**src/rtl/autb_csr_bank.sv**
```systemverilog
// autb_csr_bank: CSR bank sitting between the autb_csr agent driver and the analog DUT model.
// Control words (addresses 0..NUM_WR-1) drive ctrl_out; status words (NUM_WR..NUM_WR+NUM_RO-1)
// are read through a 2-flop synchronizer. Every accepted control write holds its response
// back for SETTLE_CYCLES clocks to model analog settling.
// Optional feature macro: AUTB_CSR_RO_WRITE_ERR_EN -- when defined, writes to readonly
// addresses respond with rsp_err=1; otherwise they are silently dropped with rsp_err=0.
module autb_csr_bank #(
    parameter int unsigned DATA_W        = 16,
    parameter int unsigned NUM_WR        = 8,
    parameter int unsigned NUM_RO        = 8,
    parameter int unsigned ADDR_W        = 5,
    parameter int unsigned SETTLE_CYCLES = 100
) (
    input  logic                     clk,
    input  logic                     rst,
    input  logic                     req_valid,
    output logic                     req_ready,
    input  logic                     req_write,
    input  logic [ADDR_W-1:0]        req_addr,
    input  logic [DATA_W-1:0]        req_wdata,
    output logic                     rsp_valid,
    input  logic                     rsp_ready,
    output logic [DATA_W-1:0]        rsp_rdata,
    output logic                     rsp_err,
    output logic [NUM_WR*DATA_W-1:0] ctrl_out,
    input  logic [NUM_RO*DATA_W-1:0] status_in,
    output logic                     settling
);

    localparam int unsigned CntW = (SETTLE_CYCLES > 0) ? $clog2(SETTLE_CYCLES + 1) : 1;
    localparam logic [CntW-1:0] CntLoad = CntW'(SETTLE_CYCLES);
    localparam logic [CntW-1:0] CntOne  = CntW'(1);

`ifdef AUTB_CSR_RO_WRITE_ERR_EN
    localparam logic RoWriteErr = 1'b1;
`else
    localparam logic RoWriteErr = 1'b0;
`endif

    typedef enum logic [1:0] {StIdle, StSettle, StResp} state_e;

    state_e                   state_q, state_d;
    logic                     ready_q, ready_d;
    logic [CntW-1:0]          cnt_q, cnt_d;
    logic [NUM_WR*DATA_W-1:0] ctrl_q, ctrl_d;
    logic [DATA_W-1:0]        rdata_q, rdata_d;
    logic                     err_q, err_d;
    logic [NUM_RO*DATA_W-1:0] sync1_q, sync1_d;
    logic [NUM_RO*DATA_W-1:0] sync2_q, sync2_d;

    logic [31:0]       addr_ext;
    logic              in_wr;
    logic              in_ro;
    logic              accept;
    logic [DATA_W-1:0] rd_ctrl;
    logic [DATA_W-1:0] rd_stat;

    assign addr_ext = 32'(req_addr);
    assign in_wr    = addr_ext < NUM_WR;
    assign in_ro    = !in_wr && (addr_ext < NUM_WR + NUM_RO);
    assign accept   = req_valid & ready_q;

    // Read mux: control word or synchronized status word selected by the request address.
    always_comb begin
        rd_ctrl = '0;
        rd_stat = '0;
        for (int unsigned i = 0; i < NUM_WR; i++) begin
            if (addr_ext == i) rd_ctrl = ctrl_q[i*DATA_W +: DATA_W];
        end
        for (int unsigned i = 0; i < NUM_RO; i++) begin
            if (addr_ext == NUM_WR + i) rd_stat = sync2_q[i*DATA_W +: DATA_W];
        end
    end

    // Next-state: request decode, settle countdown and response handshake.
    always_comb begin
        state_d = state_q;
        cnt_d   = cnt_q;
        ctrl_d  = ctrl_q;
        rdata_d = rdata_q;
        err_d   = err_q;
        sync1_d = status_in;
        sync2_d = sync1_q;

        unique case (state_q)
            StIdle: begin
                if (accept) begin
                    state_d = StResp;
                    rdata_d = '0;
                    err_d   = 1'b0;
                    if (in_wr) begin
                        if (req_write) begin
                            for (int unsigned i = 0; i < NUM_WR; i++) begin
                                if (addr_ext == i) ctrl_d[i*DATA_W +: DATA_W] = req_wdata;
                            end
                            // Same-value writes settle too; zero settle responds directly.
                            if (SETTLE_CYCLES != 0) begin
                                state_d = StSettle;
                                cnt_d   = CntLoad;
                            end
                        end else begin
                            rdata_d = rd_ctrl;
                        end
                    end else if (in_ro) begin
                        if (req_write) err_d = RoWriteErr;
                        else           rdata_d = rd_stat;
                    end else begin
                        err_d = 1'b1;
                    end
                end
            end
            StSettle: begin
                cnt_d = cnt_q - CntOne;
                if (cnt_q == CntOne) begin
                    state_d = StResp;
                    cnt_d   = '0;
                end
            end
            StResp: begin
                if (rsp_ready) begin
                    state_d = StIdle;
                    rdata_d = '0;
                    err_d   = 1'b0;
                end
            end
            default: state_d = StIdle;
        endcase

        ready_d = (state_d == StIdle);
    end

    // State register with synchronous reset; reset drops any pending response.
    always_ff @(posedge clk) begin
        if (rst) begin
            state_q <= StIdle;
            ready_q <= 1'b0;
            cnt_q   <= '0;
            ctrl_q  <= '0;
            rdata_q <= '0;
            err_q   <= 1'b0;
            sync1_q <= '0;
            sync2_q <= '0;
        end else begin
            state_q <= state_d;
            ready_q <= ready_d;
            cnt_q   <= cnt_d;
            ctrl_q  <= ctrl_d;
            rdata_q <= rdata_d;
            err_q   <= err_d;
            sync1_q <= sync1_d;
            sync2_q <= sync2_d;
        end
    end

    assign req_ready = ready_q;
    assign rsp_valid = (state_q == StResp);
    assign settling  = (state_q == StSettle);
    assign rsp_rdata = rdata_q;
    assign rsp_err   = err_q;
    assign ctrl_out  = ctrl_q;

endmodule
```
**config.mk**
```make
export PLATFORM = sky130hd
export DESIGN_NAME = autb_csr_bank
export DESIGN_NICKNAME = d
export VERILOG_FILES = /design/src/rtl/autb_csr_bank.sv
export SDC_FILE = /design/constraint.sdc
export NUM_CORES = 1
export LEC_CHECK = 0
export CAP_MARGIN = 20
export CORE_ASPECT_RATIO = 0.7
export CORE_MARGIN = 5
export CORE_UTILIZATION = 47
export CTS_CLUSTER_DIAMETER = 60
export DETAILED_ROUTE_END_ITERATION = 10
export DONT_BUFFER_PORTS = 1
export PLACE_DENSITY = 0.62
export SETUP_SLACK_MARGIN = 0.2
export SYNTH_ARGS = -nofsm -noshare
export SYNTH_HDL_FRONTEND = slang
export SYNTH_SLANG_ARGS = --single-unit
```
**constraint.sdc**
```tcl
create_clock -name clk -period 2.4 [get_ports clk]
set_input_delay 0 -clock clk [delete_from_list [all_inputs] [get_ports clk]]
set_output_delay 0 -clock clk [all_outputs]
set_load 0.005 [all_outputs]
```
Word-level counts from Yosys, hierarchy flattened
Index checks and enable logic that the tools add are counted.
Word-level totals
  bits in registers: 411
  input bits: 154
Cells by class
  add/subtract/negate cells: 1
  order comparisons: 2
  equal/unequal tests: 22
  multiplexer cells: 39
  bitwise gates (word level): 1
  reduce and logical (&&, ||, !) cells: 17
Operators by type and width (count)
  16-bit two-way mux: 22
  5-bit by 4-bit equality test with 1-bit output (second input constant): 8
  5-bit AND reduction: 8
  32-bit logical NOT: 1
  16-bit one-hot mux with 2 select lines: 1
  7-bit two-way mux: 4
  5-bit by 3-bit equality test with 1-bit output (second input constant): 4
  7-bit one-hot mux with 2 select lines: 1
  5-bit by 2-bit equality test with 1-bit output (second input constant): 2
  2-bit two-way mux: 5
  7-bit by 1-bit equality test with 1-bit output (second input constant): 1
  7-bit by 1-bit subtractor with 7-bit output (second input constant): 1
  2-bit inequality test (second input constant): 3
  2-bit one-hot mux with 3 select lines: 1
  5-bit by 1-bit equality test with 1-bit output (second input constant): 1
  5-bit by 4-bit less-than comparator with 1-bit output (second input constant): 1
  5-bit less-than comparator (second input constant): 1
  2-bit logical NOT: 2
  1-bit two-way mux: 4
  4-bit AND reduction: 1
  2-bit nonzero test: 2
  3-bit AND reduction: 1
  2-bit by 1-bit equality test with 1-bit output (second input constant): 1
  2-bit equality test (second input constant): 1
  5 further kinds: 5

Logic depth before layout (Yosys ltp)
Gate-level depths: netlist (run 1).
  depth in word-level cells: 14
  mapped depth: 10
  mapped depth without buffers: 7

Worst setup path before layout (run 1)
Ideal clock, no wire load.
  kind: reg2reg
  start: register state_q[0]
  end: register ctrl_q[10] (netlist: ctrl_out[10])
  arrival: 1.887 ns
  path slack: 0.385 ns
  stages on the path, launching flop included: 10
  path through: dfxtp_1 > buf_2 > nor4bb_1 > buf_2 > nand3_4 > or4_1 > buf_4 > buf_6 > mux2i_1 > nor2_1
On the way
  longest elaborated chain between the ends: 2
Ends and longest elaborated chain
  from (decl): line 42  | state_e state_q, state_d;
  from (signal assigned): line 135  | state_q <= StIdle;
  from (signal assigned): line 144  | state_q <= state_d;
  2-bit logical NOT: line 85  | unique case (state_q)
  5-bit AND reduction (no line)
  to (signal assigned): line 147  | ctrl_q <= ctrl_d;
  to (decl): line 45  | logic [NUM_WR*DATA_W-1:0] ctrl_q, ctrl_d;
No other way between the ends.
A chain may end at the register's enable or synchronous reset.

Worst setup path after layout (run 1)
  start: register state_q[1]
  end: register ctrl_q[98] (netlist: ctrl_out[98])
Same word-level chain as after synthesis.

==> results of run 1 <==
==> layout by cell type (no fill, tap or decap), types with 4 or more instances in the layout <==
master / instances
clkbuf_8: 6
mux2i_1: 53
nor2b_1: 267
clkinv_2: 9
o211ai_1: 8
or2_2: 4
nor3_2: 4
o22ai_1: 14
a21oi_1: 159
a22o_1: 7
and3_1: 4
nor2_1: 108
o21ai_0: 51
dlygate4sd3_1: 308
clkbuf_16: 40
o2bb2ai_1: 11
a211oi_1: 4
a211o_1: 5
nand2_1: 215
dfxtp_1: 410
and2_1: 5
nor3_1: 15
a221o_1: 4
o221ai_1: 10
a221oi_1: 11
or3_1: 5
buf_4: 50
clkbuf_1: 6
a22oi_1: 20
a2bb2oi_1: 5
a32oi_1: 5
a31oi_1: 9
nand2b_1: 12
inv_1: 19
nand3_1: 16
==> through the flow <==
step | hold slack (ns) | setup WS (ns) | cell area [um^2] | cells | util (%)
6_report | -0.273 | 0.177 | 20000 | 2385 | 62.3
2_1_floorplan | 0.128 | 0.385 | 15100 | 1653 | -
4_1_cts | -0.447 | 0.202 | 19800 | 2375 | 61.9
3_3_place_gp | 0.0973 | 0.233 | 15500 | 2003 | 48.4
5_1_grt | -0.436 | 0.0776 | 20000 | 2385 | 62.3
3_5_place_dp | 0.0949 | 0.205 | 15500 | 2003 | 48.4
==> cell families after synthesis <==
| family | Yosys count | share of synthesized area [%] |
|---|---|---|
| buffers and inverters | 143 | 3.86 |
| XOR/XNOR | 2 | 0.116 |
| AND/OR/NAND/NOR | 684 | 23.1 |
| adder cells (fa/ha/maj) | 2 | 0.165 |
| AO/OA/AOI/OAI | 356 | 14.7 |
| flip-flops | 411 | 54.4 |
| multiplexers | 55 | 3.66 |
==> registers in the layout, indices dropped and copies added (netlist names) <==
| register | flops |
|---|---|
| cnt_q | 7 |
| ctrl_out | 128 |
| req_ready | 1 |
| rsp_err | 1 |
| rsp_rdata | 16 |
| state_q | 2 |
| sync1_q | 128 |
| sync2_q | 128 |
==> worst max-delay path, cell delays in order (launching register included) <==
cell and delay (ns):
dfxtp_1 0.31, buf_4 0.16, nand4bb_1 0.22, nor2_1 0.34
nand2_1 0.09, buf_4 0.24, nand2_1 0.10, a21oi_1 0.07
dlygate4sd3_1 0.58
==> cell usage after synthesis (all sizes together) (6+ instances only) <==
cell type	count	area [um^2]
o2bb2ai	11	96.3
dfxtp	411	8230
nand2	215	807
nor3	20	126
a31oi	9	56.3
a22oi	20	150
a221oi	11	96.3
o211ai	8	60.1
a21oi	159	796
mux2i	53	531
nand3	17	97.6
nor2	112	420
o22ai	14	87.6
o21ai	52	260
o221ai	10	87.6
inv	19	71.3
clkbuf	94	353
or2	6	37.5
nor2b	268	1680
nand2b	12	75.1
a22o	7	61.3
buf	30	160
==> what timing repair did <==
item	CTS	global route
gates resized for setup	0	13
hold buffers	303	7
setup buffers	0	4
hold endpoints to repair	409	126
endpoints found under the setup margin	0	24
==> worst paths after layout <==
path                   start           end  slack, ns  cells after the start
hold / removal           rst  rsp_rdata[3]      -0.27                      1
hold reg to reg     cnt_q[0]      cnt_q[0]       0.50                      2
setup / recovery  state_q[1]  ctrl_out[98]       0.18                      8
setup reg to reg  state_q[1]  ctrl_out[98]       0.18                      8
==> power by group <==
| group | internal [mW] | switching [mW] |
|---|---|---|
| logic | 0.533 | 0.420 |
| clock network | 3.59 | 2.70 |
| registers | 7.03 | 0.104 |
| total | 11.2 | 3.22 |
==> layout make-up <==
cell class                      instances  area share [%]
Timing Repair Buffer                  360            17.4
Clock inverter                         17           0.939
Sequential cell                       411            41.2
Tap cell                              427            2.67
Multi-Input combinational cell       1099            31.9
Clock buffer                           52            5.54
Inverter                               19           0.357
==> routing by layer <==
metal | routed length (um) | up-vias
met5 | 0 | -
met4 | 1950 | 0
met3 | 7480 | 149
met2 | 22900 | 791
met1 | 23600 | 6530
li1 | - | 6137
==> summary.md, run 1 <==
| Metric | Value |
|---|---|
| IO Port Bufs | 0 |
| Pleak | 7.92 nW |
| Gr ovfl total | 0 |
| Share of cells above drive strength 1 | 7.15% |
| Fin Setup TNS | 0 ns |
| Part of the Yosys area used for sequential elements | 54.4% |
| Status | complete, but fails checks |
| Clk sinks | 411 |
| Period utilization | 92.6% |
| Kind of critical path | register to register |
| Pwr dens | 720 mW/mm^2 |
| Level count of the clock H-tree | 2 |
| Wirelength, routed | 55900 um |
| Power Total | 14.4 mW |
| N_diodes | 0 |
| Yosys warnings | 0 |
| Critical path peak fanout | 16 |
| Remaining routing DRC violations | 0 |
| Pin count of the biggest net entering global routing | 404 |
| Slew @ Worst Pin | 0.922 ns |
| Failing checks | hold timing |
| Avg WL per Cell | 23.4 um |
| Vias per cell | 5.71 |
| Height of the die | 160 um |
| P&R area growth vs syn | 32.0% |
| Gr busiest metal | met2 |
| Vias | 13600 |
| Max Cap Viol | 0 |
| First-pass GRT wire length | 82500 um |
| CP endpoint kind | register |
| HP Class | input port to register |
| GRT Total Usage | 29.7% |
| Routed Antenna Nets | 0 |
| Clock buffer depth | 3 |
| CTS tree | done |
| Startpoint Class | register |
| Die Wd | 224 um |
| Initial cell density of the core | 47.2% |
| Mapped Area | 0.0151 mm^2 |
| Post-synth EDFFs | 0 |
| RSZ-0062 raised after global routing | yes |
| Worst Hold Slack | -0.273 ns |
| Final Max Slew Viols | 0 |
| Total CTS buffers | 39 |
| Reg area | 0.00823 mm^2 |
| Setup violations, final | 0 |
| Drt first pass iters | 6 |
| Clock Latency Late Sink | 0.55 ns |
| GR met1 Demand/Resource | 41.7% |
| Final min period | 2.22 ns |
| Met2 global-route usage | 42.0% |
| Clock Skews | 0.0214 ns |
| Crit path DAT | 2.65 ns |
| Reg clk slew, reported paths | 0.06 ns |
| Synth Net Count | 1809 |
| Area of the multi-input gates | 0.00637 mm^2 |
| Die area | 0.0359 mm^2 |
| Initial antenna violation count | 0 |
| CTS root buf | clkbuf_16 |
| Final HPWL DP | 37200 um |
| NumNets Final | 2086 |
| # fillers | 2632 |
| Mapped Cells | 1653 |
| Mean Syn Cell Area | 9.15 um^2 |
| Worst endpoint required time | 2.83 ns |
| Hold Vio Cnt, Final | 124 |
| Max-Slew Margin vs Limit | 37.9% |
| Top FF cell, synth | dfxtp_1 |
| Row count | 55 |
| #FFs+latches synth | 411 |
| I/O pins | 302 |
| Max frequency | 450 MHz |
| Synth cell types | 70 |
| DRT iter0 DRCs | 1999 |
| Final GP Congestion | 1.00 |
| FFs w/ async S/R, synth | 0% |
| Core area | 0.0321 mm^2 |
| Worst vdd ir | 0.516 mV |
| Met3 GRT Util | 11.3% |
| Number of global-route vias before repair | 13100 |
Note: power is estimated with default switching activity, not from simulation.
==> inputs of run 2 (changes only) <==
CORE_MARGIN = 3   (was 5)
==> run 2 against run 1 <==
Compared with the run above:
- the run still ends with hold timing left
- final cell count is 2.4% higher
- die area decreased by 4.2%
- first-iteration DRC count down 3.7%
- clock skew down 0.0027 ns
- routed wire length increased by 3.1%
- largest cell class unchanged
==> summary.md, run 2 (synthesized netlist as in run 1, its figures left out) <==
| Metric | Value |
|---|---|
| Status | complete, but fails checks |
| Failing checks | hold timing |
| Share of cells above drive strength 1 | 7.18% (+0.028 points) |
| Pwr dens | 714 mW/mm^2 (-0.76%) |
| Commonest non-fill, non-tap cells in the layout | dfxtp_1, dlygate4sd3_1, nor2b_1 |
| Fin Setup TNS | 0 ns (unchanged) |
| Final GP Congestion | 0.958 (-4.6%) |
| Crit path from | req_ready |
| CTS root buf | clkbuf_16 |
| Initial cell density of the core | 48.2% (+0.98 points) |
| GRT Total Usage | 32.6% (+2.9 points) |
| Reg area | 0.00823 mm^2 (about the same) |
| IO Port Bufs | 0 (unchanged) |
| Layout Cells excl Fill | 2442 (+2.4%) |
| Placed instance count | 1999 (-0.20%) |
| Setup slack, reg-to-reg | 0.26 ns (+0.09 ns) |
| Worst Hold Slack | -0.374 ns (-0.101 ns) |
| NumNets Final | 2145 (+2.8%) |
| Clock buffer depth | 3 (unchanged) |
| Pin count of the biggest net entering global routing | 404 (unchanged) |
| Vias per cell | 5.67 (-0.54%) |
| Total CTS buffers | 40 (+2.6%) |
| HP Class | input port to register |
| Pleak | 8.18 nW (+3.3%) |
| P&R area growth vs syn | 36.2% |
| Period utilization | 89.1% (-3.6 points) |
| Avg WL per Cell | 23.6 um (+0.65%) |
| Wirelength, routed | 57600 um (+3.1%) |
| RSZ-0062 raised after global routing | yes |
| Die Wd | 220 um (-1.8%) |
| Max Cap Viol | 0 (unchanged) |
| Clk sinks | 411 (unchanged) |
| First-pass GRT wire length | 84700 um (+2.6%) |
| Vias | 13900 (+1.8%) |
| CTS tree | done |
| Kind of critical path | register to register |
| R2R Path Start | req_ready |
| Max-Slew Margin vs Limit | 44.0% (+6.2 points) |
| Area of the multi-input gates | 0.00634 mm^2 (-0.43%) |
| Drt first pass iters | 6 (unchanged) |
| Finished Core Util | 65.6% (+3.3 points) |
| Die area | 0.0344 mm^2 (-4.2%) |
| Worst endpoint required time | 2.82 ns (about the same) |
| Final Max Slew Viols | 0 (unchanged) |
| Slew @ Worst Pin | 0.839 ns (-0.0826 ns) |
| Height of the die | 156 um (-2.5%) |
| Row count | 54 (-1.8%) |
| Level count of the clock H-tree | 2 (unchanged) |
| Crit path DAT | 2.56 ns (-0.09 ns) |
| Remaining routing DRC violations | 0 (unchanged) |
| Routed Antenna Nets | 0 (unchanged) |
| Hold Vio Cnt, Final | 134 (+8.1%) |
| Final HPWL DP | 37200 um (-0.13%) |
| Startpoint Class | register |
| Core area | 0.0314 mm^2 (-2.0%) |
| DRT iter0 DRCs | 1925 (-3.7%) |
| Critical path peak fanout | 8 (-8) |
| Final Cell Area | 0.0206 mm^2 (+3.2%) |
| Number of global-route vias before repair | 13700 (+4.4%) |
| Gr ovfl total | 0 (unchanged) |
| I/O pins | 302 (unchanged) |
| Reg clk slew, reported paths | 0.06 ns (about the same) |
| Clock Latency Late Sink | 0.55 ns (about the same) |
| Initial antenna violation count | 4 (+4) |
| # fillers | 2458 (-6.6%) |
| Worst Setup EP | cnt_q[5] |
| Final min period | 2.14 ns (-0.0854 ns) |
| Clock Skews | 0.0187 ns (-0.00268 ns) |
| Worst vdd ir | 0.730 mV (+41%) |
| CP endpoint kind | register |
| Setup violations, final | 0 (unchanged) |
| Commonest non-fill, non-tap cell in the layout | dfxtp_1 |
| Max frequency | 468 MHz (+4.0%) |
| Dpl cell area | 0.0155 mm^2 (+0.14%) |
| R2r endpoint | cnt_q[5] |
| Worst-case reg-to-reg path depth | 7 (-1) |
[run 2: changes by cell type in the layout (fill, tap and decap cells not counted), sizes merged, moves of 2 or more]
cell / change
clkinvlp: +3
diode: +2
dlygate4sd3: +57
inv: +3
[run 2: timing repair]
item | 4_1_cts | 5_1_grt
hold buffers | 361 | 5
gates resized for setup | 0 | 7
buffers inserted | 0 | 1
hold endpoints to repair | 409 | 135
setup endpoints to repair | 0 | 52
[run 2: cell type report]
| type | count | share of cell area (%) |
|---|---|---|
| clock buffer | 51 | 5.55 |
| multi-input combinational | 1099 | 30.8 |
| timing repair buffer | 418 | 19.8 |
| tap | 420 | 2.55 |
| sequential | 411 | 39.9 |
| antenna | 2 | 0.0243 |
| inverter | 19 | 0.346 |
| clock inverter | 22 | 1.07 |
[run 2: routing by layer]
metal | vias to the layer above | GRT usage (%) | part of all wire (%) | routed length, um
met3 | 141 | 12.4 | 14 | 7800
met5 | - | 0 | 0.047 | 27
met2 | 810 | 47.6 | 42 | 24400
li1 | 6255 | - | - | -
met4 | 4 | 9.50 | 2.9 | 1700
met1 | 6647 | 44.9 | 41 | 23700
[run 2: metrics by stage]
stage / hold slack [ns] / power (mW) / setup WS (ns)
3_5_place_dp: 0.0982 / 7.80 / 0.238
2_1_floorplan: 0.128 / 7.74 / 0.385
6_report: -0.374 / 14.7 / 0.262
4_1_cts: -0.462 / 14.7 / 0.210
3_3_place_gp: 0.100 / 7.80 / 0.335
5_1_grt: -0.375 / 15.1 / 0.137
[run 2: how the worst min path moves through the flow]
| stage | startpoint | to | slack, ns | depth (start not counted) |
|---|---|---|---|---|
| 2_1_floorplan | status_in[0] | sync1_q[0] | 0.13 | 1 |
| 3_3_place_gp | rst | sync1_q[110] | 0.10 | 1 |
| 3_5_place_dp | rst | sync1_q[110] | 0.1 | 1 |
| 5_1_grt | rst | ctrl_out[95] | -0.38 | 1 |
| 4_1_cts | rst | ctrl_out[50] | -0.46 | 1 |
| 6_report | rst | ctrl_out[95] | -0.37 | 1 |
[run 2: report_power, final]
part	internal (mW)	switching, mW
logic	0.597	0.449
clock network	3.74	2.80
registers	7.03	0.101
[run 2: critical path, stage by stage, from the launching register on]
cell and delay (ns):
dfxtp_1 0.32, buf_4 0.16, a41oi_1 0.16, nor2_2 0.33, nand2_1 0.10, o41ai_1 0.28
a21oi_1 0.11, dlygate4sd3_1 0.56
==> inputs of run 3 (changes only) <==
clock period = 2.2 ns   (was 2.4 ns; I/O delays follow)
==> run 3 against run 2 <==
Compared with the run above:
- the run still ends with hold timing left
- critical path depth is the same
- sequential cell count is the same
- clock-buffer cell count grew 11
- power grew 8.0%
- fmax grew 12%
- critical path type unchanged
- critical endpoint is now cnt_q[0]
- largest cell class unchanged
- highest routed layer unchanged
==> summary.md, run 3 (synthesized netlist as in run 1, its figures left out) <==
| Metric | Value |
|---|---|
| Worst vdd ir | 0.570 mV (-22%) |
| CTS root buf | clkbuf_16 |
| Final HPWL DP | 37100 um (-0.10%) |
| Final Max Slew Viols | 0 (unchanged) |
| I/O pins | 302 (unchanged) |
| Commonest non-fill, non-tap cell in the layout | dfxtp_1 |
| Combinational Power Share | 7.5% (+0.4 points) |
| Critical path peak fanout | 8 (unchanged) |
| Fin Setup TNS | 0 ns (unchanged) |
| Initial cell density of the core | 48.2% (unchanged) |
| First-pass GRT wire length | 85800 um (+1.3%) |
| Kind of critical path | register to register |
| Failing checks | hold timing |
| Max Cap Viol | 0 (unchanged) |
| Finished Core Util | 66.9% (+1.3 points) |
| Commonest non-fill, non-tap cells in the layout | dfxtp_1, dlygate4sd3_1, nor2b_1 |
| Share of cells above drive strength 1 | 8.06% (+0.88 points) |
| RSZ-0062 raised after global routing | no |
| Setup WS post-layout | 0.286 ns (+0.0233 ns) |
| Final Cell Area | 0.0210 mm^2 (+2.1%) |
| Max frequency | 522 MHz (+12%) |
| Height of the die | 156 um (unchanged) |
| Row count | 54 (unchanged) |
| Drt first pass iters | 7 (+1) |
| Avg WL per Cell | 23.7 um (+0.27%) |
| Hold Vio Cnt, Final | 142 (+6.0%) |
| GRT Total Usage | 33.1% (+0.49 points) |
| Die area | 0.0344 mm^2 (unchanged) |
| IO Port Bufs | 0 (unchanged) |
| Initial antenna violation count | 3 (-1) |
| Pleak | 8.37 nW (+2.3%) |
| Clock Latency Late Sink | 0.54 ns (about the same) |
| Level count of the clock H-tree | 2 (unchanged) |
| Reg clk slew, reported paths | 0.06 ns (about the same) |
| Final min period | 1.91 ns (-0.223 ns) |
| Vias | 13900 (+0.43%) |
| Worst Hold Slack | -0.419 ns (-0.0454 ns) |
| Status | complete, but fails checks |
| Setup violations, final | 0 (unchanged) |
| Slew @ Worst Pin | 0.777 ns (-0.0627 ns) |
| Period utilization | 87.0% (-2.1 points) |
| Dpl cell area | 0.0157 mm^2 (+1.2%) |
| Total CTS buffers | 40 (unchanged) |
| Max-Slew Margin vs Limit | 48.2% (+4.2 points) |
| Die Wd | 220 um (unchanged) |
| Clk sinks | 411 (unchanged) |
| Worst-case reg-to-reg path depth | 7 (unchanged) |
| Vias per cell | 5.61 (-1.2%) |
| Share of power burned in registers | 48.9% (+0.4 points) |
| Net switching power | 3.54 mW (+5.5%) |
| Dpl ws | 0.154 ns (-0.0842 ns) |
| Switching Share | 22.3% (-0.53 points) |
| Core area | 0.0314 mm^2 (unchanged) |
| HP Class | input port to register |
| CP endpoint kind | register |
| Hold depth | 1 (unchanged) |
| DRT iter0 DRCs | 1586 (-18%) |
| Remaining routing DRC violations | 0 (unchanged) |
| Gr ovfl total | 0 (unchanged) |
| Pin count of the biggest net entering global routing | 404 (unchanged) |
| Number of global-route vias before repair | 13800 (+1.0%) |
| Clock share of power | 43.6% (-0.8 points) |
| Wirelength, routed | 58700 um (+1.9%) |
| Pwr dens | 756 mW/mm^2 (+5.8%) |
| Routed Antenna Nets | 0 (unchanged) |
| Final GP Congestion | 0.942 (-1.6%) |
| NumNets Final | 2185 (+1.9%) |
| Int Pwr | 12.4 mW (+8.7%) |
| Clock Skews | 0.0122 ns (-0.00656 ns) |
| P&R area growth vs syn | 39.0% |
| Crit path DAT | 2.39 ns (-0.17 ns) |
| Worst endpoint required time | 2.68 ns (-0.14 ns) |
| CTS tree | done |
| Startpoint Class | register |
| Clock buffer depth | 3 (unchanged) |
| # fillers | 2414 (-1.8%) |
==> run 3: cell count changes in the layout (fill, tap and decap cells not counted), sizes merged, moves of 2 or more <==
| cell | delta |
|---|---|
| buf | +22 |
| dlygate4sd3 | +17 |
| clkbuf | +12 |
| clkinv | -5 |
| clkinvlp | -4 |
| inv | -2 |
==> run 3: final timing paths <==
path / startpoint / to / slack, ns
worst max-delay path: state_q[0] / cnt_q[0] / 0.29
worst max register to register: state_q[0] / cnt_q[0] / 0.29
worst min-delay path: rst / state_q[1] / -0.42
worst min register to register: cnt_q[5] / cnt_q[5] / 0.51
==> run 3: metrics by stage <==
stage / total power [mW] / instances
floorplan: 8.45 / 1653
global placement: 8.52 / 2018
detailed placement: 8.53 / 2018
CTS: 15.8 / 2474
global route: 16.3 / 2480
finish: 15.9 / 2481
==> run 3: per-layer routing <==
layer  vias to the layer above  GRT usage (%)  wire (um)
met1                      6686           44.9      24300
met2                       765           48.9      25100
met4                         4           11.2       1840
li1                       6332              -          -
met5                         -              0         23
met3                       129           12.0       7460
==> run 3: worst max-delay path: stages (launching register included) <==
cell,delay [ns]
dfxtp_1,0.34
buf_4,0.17
a41oi_1,0.23
nor2_2,0.09
buf_4,0.16
a21o_1,0.18
a21oi_1,0.13
dlygate4sd3_1,0.56
==> run 3: what timing repair did <==
item | CTS | global route
hold endpoints to repair | 409 | 141
pin swaps | 0 | 4
gates resized for setup | 3 | 18
cloned | 0 | 1
setup buffers | 2 | 3
hold buffers | 382 | 1
setup endpoints to repair | 6 | 126
==> run 3: area by class of cell <==
class                      instances  area, um^2  share of cell area [%]
antenna                            2        5.00                  0.0238
clock inverter                    10         115                   0.547
sequential                       411        8230                    39.1
multi-input combinational       1099        6390                    30.4
inverter                          19        71.3                   0.339
tap                              420         526                    2.50
timing repair buffer             458        4500                    21.4
clock buffer                      62        1190                    5.68
==> run 3: power by group through the flow <==
stage | Clock (mW) | Combinational (mW) | Sequential, mW
finish | 6.93 | 1.19 | 7.78
global route | 7.29 | 1.27 | 7.79
global placement | 0 | 0.596 | 7.93
detailed placement | 0 | 0.602 | 7.93
CTS | 6.96 | 1.12 | 7.76
floorplan | 0 | 0.569 | 7.88
